<file path="src/rtl/rk4_clk_pkg.sv">
// Shared types and constants for the RK4 programmable clock divider.
package rk4_clk_pkg;

  typedef enum logic {
    IDLE = 1'b0,
    RUN  = 1'b1
  } rk4_div_state_e;

  // Divisors below DIV_MIN mean "stopped".
  localparam int DIV_MIN       = 2;
  localparam int DIV_W_DEFAULT = 8;

endpackage

</file>
<file path="src/rtl/rk4_clk_div_prog.sv">
// Programmable glitch-free clock divider: divisor changes and stops only take
// effect on a period boundary, so clk_out never produces a runt pulse.
module rk4_clk_div_prog
  import rk4_clk_pkg::*;
#(
  parameter int DIV_W   = DIV_W_DEFAULT,
  parameter int DIV_RST = 2
) (
  input  logic             clk_in,
  input  logic             rst_n,
  input  logic             en,
  input  logic [DIV_W-1:0] div_in,
  input  logic             div_load,
  output logic             clk_out,
  output logic             period_tick,
  output logic             div_pending,
  output logic             running,
  output logic [DIV_W-1:0] div_active
);

  rk4_div_state_e   state_q;
  logic [DIV_W-1:0] cnt_q;
  logic [DIV_W-1:0] div_active_q;
  logic [DIV_W-1:0] div_shadow_q;
  logic             div_pending_q;
  logic             clk_out_q;
  logic             tick_q;
  logic             running_q;

  logic             boundary_d;
  logic             apply_d;
  logic [DIV_W-1:0] div_next_d;
  logic             go_d;

  // Valid/ready-free control: div_load is a one-cycle strobe, en is a level;
  // both are sampled on every clk_in edge and never back-pressured.
  always_comb begin
    boundary_d = (state_q == RUN) && (cnt_q == div_active_q - DIV_W'(1));
    apply_d    = div_pending_q && ((state_q == IDLE) || boundary_d);
    div_next_d = apply_d ? div_shadow_q : div_active_q;
    go_d       = en && (div_next_d >= DIV_W'(DIV_MIN));
  end

  // Outputs are decoded from the pre-edge phase, so the visible waveform
  // trails the internal counter by one cycle and is entirely flop-driven.
  always_ff @(posedge clk_in or negedge rst_n) begin
    if (!rst_n) begin
      state_q       <= IDLE;
      cnt_q         <= '0;
      div_active_q  <= DIV_W'(DIV_RST);
      div_shadow_q  <= DIV_W'(DIV_RST);
      div_pending_q <= 1'b0;
      clk_out_q     <= 1'b0;
      tick_q        <= 1'b0;
      running_q     <= 1'b0;
    end else begin
      div_active_q <= div_next_d;
      if (div_load) begin
        div_shadow_q  <= div_in;
        div_pending_q <= 1'b1;
      end else if (apply_d) begin
        div_pending_q <= 1'b0;
      end

      running_q <= (state_q == RUN);
      clk_out_q <= (state_q == RUN) && (cnt_q < (div_active_q >> 1));
      tick_q    <= boundary_d;

      case (state_q)
        IDLE: begin
          cnt_q <= '0;
          if (go_d) state_q <= RUN;
        end
        RUN: begin
          if (boundary_d) begin
            cnt_q <= '0;
            if (!go_d) state_q <= IDLE;
          end else begin
            cnt_q <= cnt_q + DIV_W'(1);
          end
        end
      endcase
    end
  end

  assign clk_out     = clk_out_q;
  assign period_tick = tick_q;
  assign div_pending = div_pending_q;
  assign running     = running_q;
  assign div_active  = div_active_q;

endmodule

</file>
<file path="config.mk">
export PLATFORM = sky130hd
export DESIGN_NAME = rk4_clk_div_prog
export DESIGN_NICKNAME = d
export VERILOG_FILES = /design/src/rtl/rk4_clk_pkg.sv /design/src/rtl/rk4_clk_div_prog.sv
export SDC_FILE = /design/constraint.sdc
export NUM_CORES = 1
export LEC_CHECK = 0
export BUFFER_PORTS_ARGS = -buffer_cell sky130_fd_sc_hd__buf_2
export CORE_MARGIN = 5
export CORE_UTILIZATION = 25
export DETAILED_ROUTE_END_ITERATION = 8
export PLACE_DENSITY = 0.5
export SLEW_MARGIN = 20
export SYNTH_ARGS = -nofsm -noshare
export SYNTH_HDL_FRONTEND = slang
export SYNTH_SLANG_ARGS = --single-unit
</file>
<file path="constraint.sdc">
create_clock -name clk_in -period 2.4 [get_ports clk_in]
set_clock_uncertainty 0.05 [all_clocks]
set_input_delay 0.48 -clock clk_in [delete_from_list [all_inputs] [get_ports clk_in]]
set_output_delay 0.48 -clock clk_in [all_outputs]
set_load 0.05 [all_outputs]
</file>
==> impl_metrics.tcl, run 1 <==
set metrics [dict create \
    status "finished, final reports clean" \
    h-tree-depth 2 \
    core_sq_mm 0.00628 \
    synth_edf_count 0 \
    crit_family "flip-flops" \
    fp.dieArea_sq_mm 0.00809 \
    clock_sinks 29 \
    crit_required_ns 2.51 \
    synth_compound_area_frac 0.0963 \
    synthesis.area_sq_mm 0.00160 \
    crit_path_end_kind "register" \
    cts-buffers-inserted 5 \
    clk_latency_ns 0.28 \
    synthCells 135 \
    grt_first_pass_wirelength_mm 6.37 \
    diodes 0 \
    finalMaxSlewViolations 0 \
    synth_area_leaders "dfrtp_1, mux2_4, ha_1" \
    dieHeight_um 89.9 \
    arrival_ns 2.47 \
    synth.yosys.seq_area_share 0.456 \
    hold_path.class "in2async" \
    power.density_mw_per_mm2 467 \
    finalSetupViolations 0 \
    gr-total-overflow 0 \
    rr_endpoint "div_active[4]" \
    dr.pass1.iters 4 \
    swShare 0.230 \
    cap_viol_max_count 0 \
    r2r_setup_slack_ns 0.05 \
    crit_path_end "div_active[4]" \
    nets 195 \
    max-vdd-ir-drop_mv 0.356 \
    r2r-start "div_active[1]" \
    critPathMaxStageDelay_ns 0.65 \
    synth_top_family_by_area "simple AND/OR/NAND/NOR gates" \
    cpMaxStageDelayCell "dfstp_4" \
    clock-root-buffer "clkbuf_8" \
    clkTransAtPathRegs_ns 0.07 \
    final.min_clock_period_ns 2.35 \
    power_uw 939 \
    synth_common_cells "dfrtp_1, nor2_1, inv_1, xor2_1" \
    syn_nets 155 \
    ys_ff_latch 29 \
    synth_area_leader_cell "dfrtp_1" \
    ant_nets 0 \
    ys.flop_type "dfrtp_1" \
    crit_buf_inv 1 \
    clockPowerShare 0.412 \
    portBuffers 23 \
    gp_congestion 0.852 \
    vias 1131 \
    layout-drive-gt1-share 0.466 \
    start_kind "register" \
    rsz0062_at_grt "yes" \
    finalCoreUtilization 0.321 \
    combPwrFrac 0.040 \
    die_x_um 89.9 \
    yosysMostFrequentCell "dfrtp_1" \
    ys.warnings.count 0 \
    synth_top_cell_area_share 0.423 \
    synth-simple-area-share 0.137 \
    p_seq_frac 0.547 \
    synthAdderAreaFrac 0.0626 \
    routed_wl_mm 3.69 \
    routed_via_density 4.47 \
    slew_headroom 0.569 \
    n_fill_cell 644 \
    synthMuxAreaShare 0.132 \
    grt_pass1_vias 1236 \
    p_leak_uw 0.000920 \
    cp_max_fo 8 \
    async_flop_share 1.00 \
    avgSynthCellArea_sq_um 11.8 \
    wire_per_inst_um 14.6 \
    finalHoldViolCount 0 \
    path_cells "inv_4 > ha_4 > nor3b_2 > xnor2_1 > nand3_1 > a2111oi_4 > o21ai_4 > mux2_4" \
    cts_hold_buf 0 \
    synth_cell_types 34 \
    rows 29 \
    period_share 0.980 \
    grt_use_total 0.0978 \
    netSwitchingPower_uw 216 \
    area_delta_synth_final_pct 26.0 \
    first_iter_violations 75 \
    drc 0 \
    antenna_found_initial 0 \
    critical_path_cell_count 8 \
    internal_power_uw 723 \
    cts_max_path_buffers 2 \
    clock.fmax_ghz 0.425 \
    startpoint "div_active[1]" \
    synth_xor_area_frac 0.0877 \
    grt_max_degree 30 \
    path_class "reg2reg" \
    r2r_cells 8 \
    design.portCount 24 \
    initial_utilization 0.255 \
    worst_slew_pin_slew_ns 0.646 \
    hpwl_mm 2.91 \
    cts_tree "done" \
]
==> timing repair <==
item	CTS	global route
setup endpoints to repair	15	7
setup buffers	0	1
pin swaps	2	0
resized for setup	1	1
==> logic make-up (layout without fill, tap and decap cells) <==
logic type               after synthesis  count (layout)
XOR/XNOR                              16              16
multiplexers                          16              16
buffers and inverters                 12              53
adder cells (fa/ha/maj)                8               8
AO/OA/AOI/OAI                         13              13
AND/OR/NAND/NOR                       41              41
flip-flops                            29              29
==> layer usage <==
metal	GRT usage	part of all wire	vias up
met3	0.0234	0.050	6
met4	0.0360	0.015	0
met1	0.134	0.47	548
met2	0.150	0.47	31
met5	0	0	-
li1	-	-	546
==> how the worst min path moves through the flow <==
stage / slack (ns) / start / cells past startpoint / to
after global placement: 0.43 / state_q / 0 / running
after detailed placement: 0.42 / state_q / 0 / running
after CTS: 0.18 / rst_n / 1 / div_pending
after global routing: 0.22 / rst_n / 1 / div_pending
final: 0.17 / rst_n / 1 / div_pending
after floorplan: 0.13 / rst_n / 0 / clk_out
==> power groups by stage <==
stage	Sequential, uW	Clock, uW	Combinational [uW]
3_5_place_dp	523	0	38.9
3_3_place_gp	523	0	38.8
5_1_grt	517	425	43.7
6_report	514	387	37.8
4_1_cts	514	404	39.1
2_1_floorplan	520	0	19.0
==> state kept, by name, indices dropped and copies added, names as in the netlist <==
register      flops
div_pending       1
period_tick       1
running           1
cnt_q             8
clk_out           1
div_shadow_q      8
div_active        8
state_q           1
==> cells in the final DEF, fill, tap and decap left out, types with 2 or more instances in the layout <==
master,synthesis,routed
clkbuf_8,0,5
buf_2,1,23
buf_4,0,13
mux2_4,8,8
or2_2,3,3
dfrtp_1,27,22
xnor2_1,7,7
nor2_1,11,11
inv_1,9,8
and3_1,3,3
nor3_1,2,2
xor2_1,9,9
nand2_1,5,5
nand3_1,7,7
a21o_1,4,4
clkinv_2,0,2
a2111oi_4,2,2
dfrtp_2,0,5
mux2_2,8,8
ha_1,8,7
==> through the flow <==
step	instances	setup slack (ns)	hold WS, ns	cell area, sq um	setup TNS (ns)
2_1_floorplan	135	-0.111	0.134	1620	-0.840
3_3_place_gp	244	-0.00252	0.428	1910	-0.00549
3_5_place_dp	244	-0.0534	0.425	1910	-0.366
4_1_cts	252	0.0251	0.183	2000	0
5_1_grt	253	-0.00841	0.222	2010	-0.0415
6_report	253	0.0485	0.174	2010	0
==> final cells by class <==
class | instances | area, sq um | share of cell area
clock inverters | 3 | 17.5 | 0.00870
flip-flops and latches | 29 | 738 | 0.367
inverters | 9 | 36.3 | 0.0180
multi-input cells | 94 | 843 | 0.419
repair buffers | 36 | 213 | 0.106
clock buffers | 5 | 68.8 | 0.0342
well taps | 77 | 96.3 | 0.0479
Note: power is estimated with default switching activity, not from simulation.
==> run 2: changes to the inputs <==
--- a/config.mk
+++ b/config.mk
@@ -5,6 +5,7 @@
 export SDC_FILE = /design/constraint.sdc
 export NUM_CORES = 1
 export LEC_CHECK = 0
+export ABC_AREA = 1
 export BUFFER_PORTS_ARGS = -buffer_cell sky130_fd_sc_hd__buf_2
 export CORE_MARGIN = 5
 export CORE_UTILIZATION = 25
==> run 2 against run 1 <==
  * Wire length increased by 2.8%
  * Sequential cell count is the same
  * Clock-buffer cell count rose by 2
  * Area after synthesis rose by 1.0%
  * Critical path depth grew 7
  * Cell count rose by 23%
  * Final area is 2.5% higher
  * Synthesized cell count up 47%
  * Maximum frequency up 5.8%
  * Total power is 15% higher
  * Combinational power is 4% higher
  * Register-to-register slack better by 0.13 ns
  * Critical path type unchanged
==> impl_metrics.tcl, run 2 <==
set metrics [dict create \
    status "finished, final reports clean" \
    hpwl_mm 2.83 \
    synth_edf_count 0 \
    arrival_ns 2.34 \
    layout_commonest_cell "nand2_1" \
    clock.fmax_ghz 0.450 \
    rows 29 \
    cts_max_path_buffers 2 \
    gr-total-overflow 0 \
    design.portCount 24 \
    clock_sinks 29 \
    portBuffers 23 \
    syn_nets 218 \
    cts_hold_buf 0 \
    clkTransAtPathRegs_ns 0.07 \
    rsz0062_at_grt "no" \
    grt_first_pass_wirelength_mm 6.63 \
    area_delta_synth_final_pct 27.8 \
    slew_headroom 0.541 \
    synth.yosys.seq_area_share 0.451 \
    crit_path_end_kind "register" \
    power_uw 1080 \
    async_flop_share 1.00 \
    initial_utilization 0.256 \
    final.min_clock_period_ns 2.22 \
    antenna_found_initial 0 \
    cap_viol_max_count 0 \
    synth_area_leader_cell "dfrtp_1" \
    grt_pass1_vias 1392 \
    max-vdd-ir-drop_mv 0.242 \
    ys.warnings.count 0 \
    grt_use_total 0.102 \
    instances_no_fill 312 \
    dr.pass1.iters 4 \
    dieHeight_um 90.4 \
    finalHoldViolCount 0 \
    design_area_sq_mm 0.00206 \
    fp.dieArea_sq_mm 0.00816 \
    synth_common_cells "nand2_1, inv_1, dfrtp_1" \
    wire_per_inst_um 12.1 \
    grt_max_degree 30 \
    ys.flop_type "dfrtp_1" \
    worst_slew_pin_slew_ns 0.689 \
    place.detailed.instances 296 \
    cts-buffers-inserted 5 \
    synthesis.area_sq_mm 0.00161 \
    nets 254 \
    synthCells 198 \
    ant_nets 0 \
    routed_via_density 4.22 \
    clk_latency_ns 0.28 \
    core_sq_mm 0.00631 \
    yosysMostFrequentCell "nand2_1" \
    p_leak_uw 0.00112 \
    synth_cell_types 32 \
    routed_wl_mm 3.79 \
    hold_path.class "in2async" \
    avgSynthCellArea_sq_um 8.15 \
    cp_max_fo 10 \
    ys_ff_latch 29 \
    h-tree-depth 2 \
    drc 0 \
    finalSetupViolations 0 \
    crit_required_ns 2.52 \
    place_area_sq_mm 0.00180 \
    start_kind "register" \
    synth_top_cell_area_share 0.419 \
    synth_area_leaders "dfrtp_1, nand2_1, inv_1" \
    first_iter_violations 44 \
    finalMaxSlewViolations 0 \
    die_x_um 90.4 \
    clock-root-buffer "clkbuf_8" \
    setup-tns-final_ns 0 \
    gp_congestion 0.754 \
    diodes 0 \
    power.density_mw_per_mm2 522 \
    final_cell_mix "nand2_1, inv_1, dfrtp_1" \
    cts_tree "done" \
    period_share 0.926 \
    vias 1316 \
    layout-drive-gt1-share 0.298 \
    path_class "reg2reg" \
]
==> run 2: metal layers <==
layer  up-vias  routed length, um  global-route usage
li1        694                  -                   -
met1       598               1890               0.129
met2        19               1710               0.166
met3         5                 97              0.0183
met4         0                 81              0.0484
met5         -                  0                   0
==> run 2: final cells by class <==
type                            instances  area [sq um]
Tap cell                               77          96.3
Inverter                               31           116
Clock inverter                          1          30.0
Timing Repair Buffer                   31           175
Clock buffer                            7          86.3
Multi-Input combinational cell        136           831
Sequential cell                        29           728
Fill cell                             703          4250
==> run 2: timing repair <==
action / CTS / global route
setup buffers: 2 / 5
cloned: 1 / 0
gates resized for setup: 1 / 18
setup endpoints to repair: 1 / 1
pin swaps: 2 / 13
==> run 2: worst paths after layout <==
check	from	endpoint	slack (ns)	depth (start not counted)
max in group asynchronous	rst_n	running	1.67	1
hold / removal	rst_n	div_active[5]	0.19	1
setup / recovery	div_active[1]	state_q	0.18	15
min in group clk_in	div_in[3]	div_shadow_q[3]	0.35	3
hold reg to reg	cnt_q[7]	clk_out	0.46	1
setup reg to reg	div_active[1]	state_q	0.18	15
==> run 2: report_power, final <==
group          total, uW  internal, uW  switching (uW)
logic               39.4          11.7            27.7
registers            505           502            2.94
clock network        533           338             195
==> run 2: cells by family (layout without fill, tap and decap cells) <==
group           after synthesis  count (layout)  share of synthesized area
simple gates                101             102                      0.292
compound gates               20              20                     0.0713
xor+xnor                      6               6                     0.0326
flops                        29              29                      0.451
buf+inv                      34              70                     0.0907
fa+ha+maj                     8               8                     0.0620
==> run 2: critical path, stage by stage (launching register included) <==
cell     delay [ns]
dfstp_2        0.58
inv_2          0.05
ha_4           0.20
or2_2          0.28
nand4_1        0.12
nor2_4         0.05
nand3_4        0.10
nand2_8        0.09
nand2_8        0.10
nand2_1        0.08
nand2_2        0.07
nand2_1        0.06
nor2_2         0.11
nand2_1        0.06
nand2_1        0.05
nand2_1        0.04
==> run 2: stage by stage <==
step / setup slack, ns / hold WS (ns) / utilization
3_5_place_dp: 0.00900 / 0.450 / 0.286
6_report: 0.177 / 0.188 / 0.327
4_1_cts: 0.0617 / 0.202 / 0.308
3_3_place_gp: 0.0411 / 0.441 / 0.286
2_1_floorplan: 0.0260 / 0.134 / -
5_1_grt: 0.0124 / 0.254 / 0.327
==> run 3: changes to the inputs <==
==> constraint.sdc (replaced) <==
create_clock -name clk_in -period 1.9 [get_ports clk_in]
set_clock_uncertainty 0.05 [all_clocks]
set_input_delay 0.38 -clock clk_in [delete_from_list [all_inputs] [get_ports clk_in]]
set_output_delay 0.38 -clock clk_in [all_outputs]
set_load 0.05 [all_outputs]
==> run 3 against run 2 <==
  * The flow now finishes with violations (setup timing)
  * Sequential cell count unchanged
  * Core utilization increased by 4.9 points
  * Clock-buffer cell count decreased by 2
  * Die area unchanged
  * Maximum frequency decreased by 0.65%
  * Highest routed layer unchanged
  * Via count increased by 11%
  * Critical endpoint unchanged
==> impl_metrics.tcl, run 3 (synthesis results as in run 2) <==
set metrics [dict create \
    status "finished, violations left" \
    violations "setup timing" \
    rsz0062_at_grt "yes" \
    combPwrFrac 0.033 \
    path_class "reg2reg" \
    dieHeight_um 90.4 \
    routed_wl_mm 4.23 \
    die_x_um 90.4 \
    period_share 1.18 \
    power_uw 1460 \
    rows 29 \
    grt.busiest_layer "met2" \
    n_fill_cell 670 \
    crit_buf_inv 1 \
    p_seq_frac 0.436 \
    worst_slew_pin_slew_ns 0.687 \
    layout-drive-gt1-share 0.427 \
    finalMaxSlewViolations 0 \
    clockPowerShare 0.531 \
    start_kind "register" \
    gr-total-overflow 0 \
    clk_latency_ns 0.28 \
    clock-root-buffer "clkbuf_8" \
    crit_path_end_kind "register" \
    layout_commonest_cell "nand2_1" \
    diodes 0 \
    design.portCount 24 \
    critPathMaxStageDelay_ns 0.62 \
    crit_top_cell "nand2_1" \
    final_cell_mix "nand2_1, buf_4, inv_1" \
    cts-buffers-inserted 5 \
    cts_max_path_buffers 2 \
    internal_power_uw 1170 \
    power.density_mw_per_mm2 616 \
    grt_pass1_vias 1546 \
    slew_headroom 0.542 \
    gp_congestion 0.831 \
    finalCoreUtilization 0.376 \
    multi_input_area_sq_um 878 \
    cap_viol_max_count 0 \
    clock_sinks 29 \
    initial_utilization 0.256 \
    wire_per_inst_um 12.5 \
    drc 0 \
    clock.fmax_ghz 0.447 \
    hpwl_mm 2.96 \
    finalSetupViolations 19 \
    cts_tree "done" \
    setup_slack_ns -0.338 \
    cts_hold_buf 0 \
    hold_path.class "in2async" \
    grt_first_pass_wirelength_mm 7.14 \
    area_delta_synth_final_pct 47.0 \
    clkTransAtPathRegs_ns 0.07 \
    vias 1461 \
    grt_use_total 0.109 \
    first_iter_violations 39 \
    portBuffers 23 \
    finalHoldViolCount 0 \
    crit_family "simple AND/OR/NAND/NOR gates" \
    post-place-ws_ns -0.333 \
    routed_via_density 4.31 \
    netSwitchingPower_uw 291 \
    path_cells "inv_2 > ha_4 > or2_4 > nand4_1 > nor2_4 > nand3_4 > nand2_4 > nand2_4 > nand2_1 > nand2_1 > nand2_1 > nor2_2 > nand2_1 > nand2_1 > nand2_1" \
    cp_max_fo 5 \
    place_area_sq_mm 0.00201 \
    nets 281 \
    core_sq_mm 0.00631 \
    ant_nets 0 \
    register_area_sq_um 734 \
    p_leak_uw 0.00128 \
    dr.pass1.iters 6 \
    grt_max_degree 30 \
    max-vdd-ir-drop_mv 0.345 \
    final.min_clock_period_ns 2.24 \
    swShare 0.199 \
    antenna_found_initial 0 \
    arrival_ns 2.37 \
    cpMaxStageDelayCell "dfstp_4" \
    h-tree-depth 2 \
    met3_usage 0.0275 \
    use_met1 0.130 \
    design_area_sq_mm 0.00237 \
    crit_required_ns 2.03 \
    fp.dieArea_sq_mm 0.00816 \
    met2_usage 0.176 \
]
## run 3: path summary, 6_finish.rpt
check                                start               to  slack [ns]  depth (start not counted)
max                          div_active[1]          state_q       -0.34                         15
min                                  rst_n         cnt_q[0]        0.07                          1
max reg2reg                  div_active[1]          state_q       -0.34                         15
min reg2reg                div_shadow_q[0]    div_active[0]        0.45                          2
max in group asynchronous            rst_n    div_active[2]        1.22                          1
min in group clk_in              div_in[5]  div_shadow_q[5]        0.25                          3
## run 3: layout make-up
class / instances / share of cell area
multi-input cells: 137 / 0.370
repair buffers: 57 / 0.174
inverters: 31 / 0.0491
well taps: 77 / 0.0406
clock inverters: 3 / 0.0274
flip-flops and latches: 29 / 0.310
clock buffers: 5 / 0.0290
## run 3: timing repair
item,in CTS,in global routing
endpoints found under the setup margin,18,20
gates cloned,3,0
hold endpoints to repair,0,0
setup buffers,4,5
pin swaps,9,7
gates resized for setup,20,18
## run 3: per-layer routing
| metal | vias to the layer above | part of all wire |
|---|---|---|
| met5 | - | 0 |
| met4 | 0 | 0.032 |
| met3 | 10 | 0.034 |
| met2 | 29 | 0.49 |
| met1 | 674 | 0.45 |
| li1 | 748 | - |
## run 3: worst register-to-register path: stages (launching register included)
cell     delay, ns
dfstp_4       0.62
inv_2         0.04
ha_4          0.23
or2_4         0.23
nand4_1       0.13
nor2_4        0.06
nand3_4       0.11
nand2_4       0.09
nand2_4       0.11
nand2_1       0.06
nand2_1       0.09
nand2_1       0.08
nor2_2        0.08
nand2_1       0.05
nand2_1       0.05
nand2_1       0.04
## run 3: through the flow
stage	hold WS, ns	setup TNS [ns]	cells
6_report	0.0747	-4.30	339
4_1_cts	0.0937	-2.61	335
3_5_place_dp	0.408	-2.63	320
2_1_floorplan	0.0344	-0.943	198
5_1_grt	0.143	-6.09	339
3_3_place_gp	0.404	-2.40	320
## run 3: power groups by stage
| stage | registers [uW] | clock network [uW] | logic (uW) |
|---|---|---|---|
| after floorplan | 648 | 0 | 18.8 |
| after global placement | 648 | 0 | 48.5 |
| after detailed placement | 649 | 0 | 49.2 |
| after CTS | 637 | 798 | 49.7 |
| after global routing | 638 | 823 | 58.1 |
| final | 637 | 775 | 48.1 |
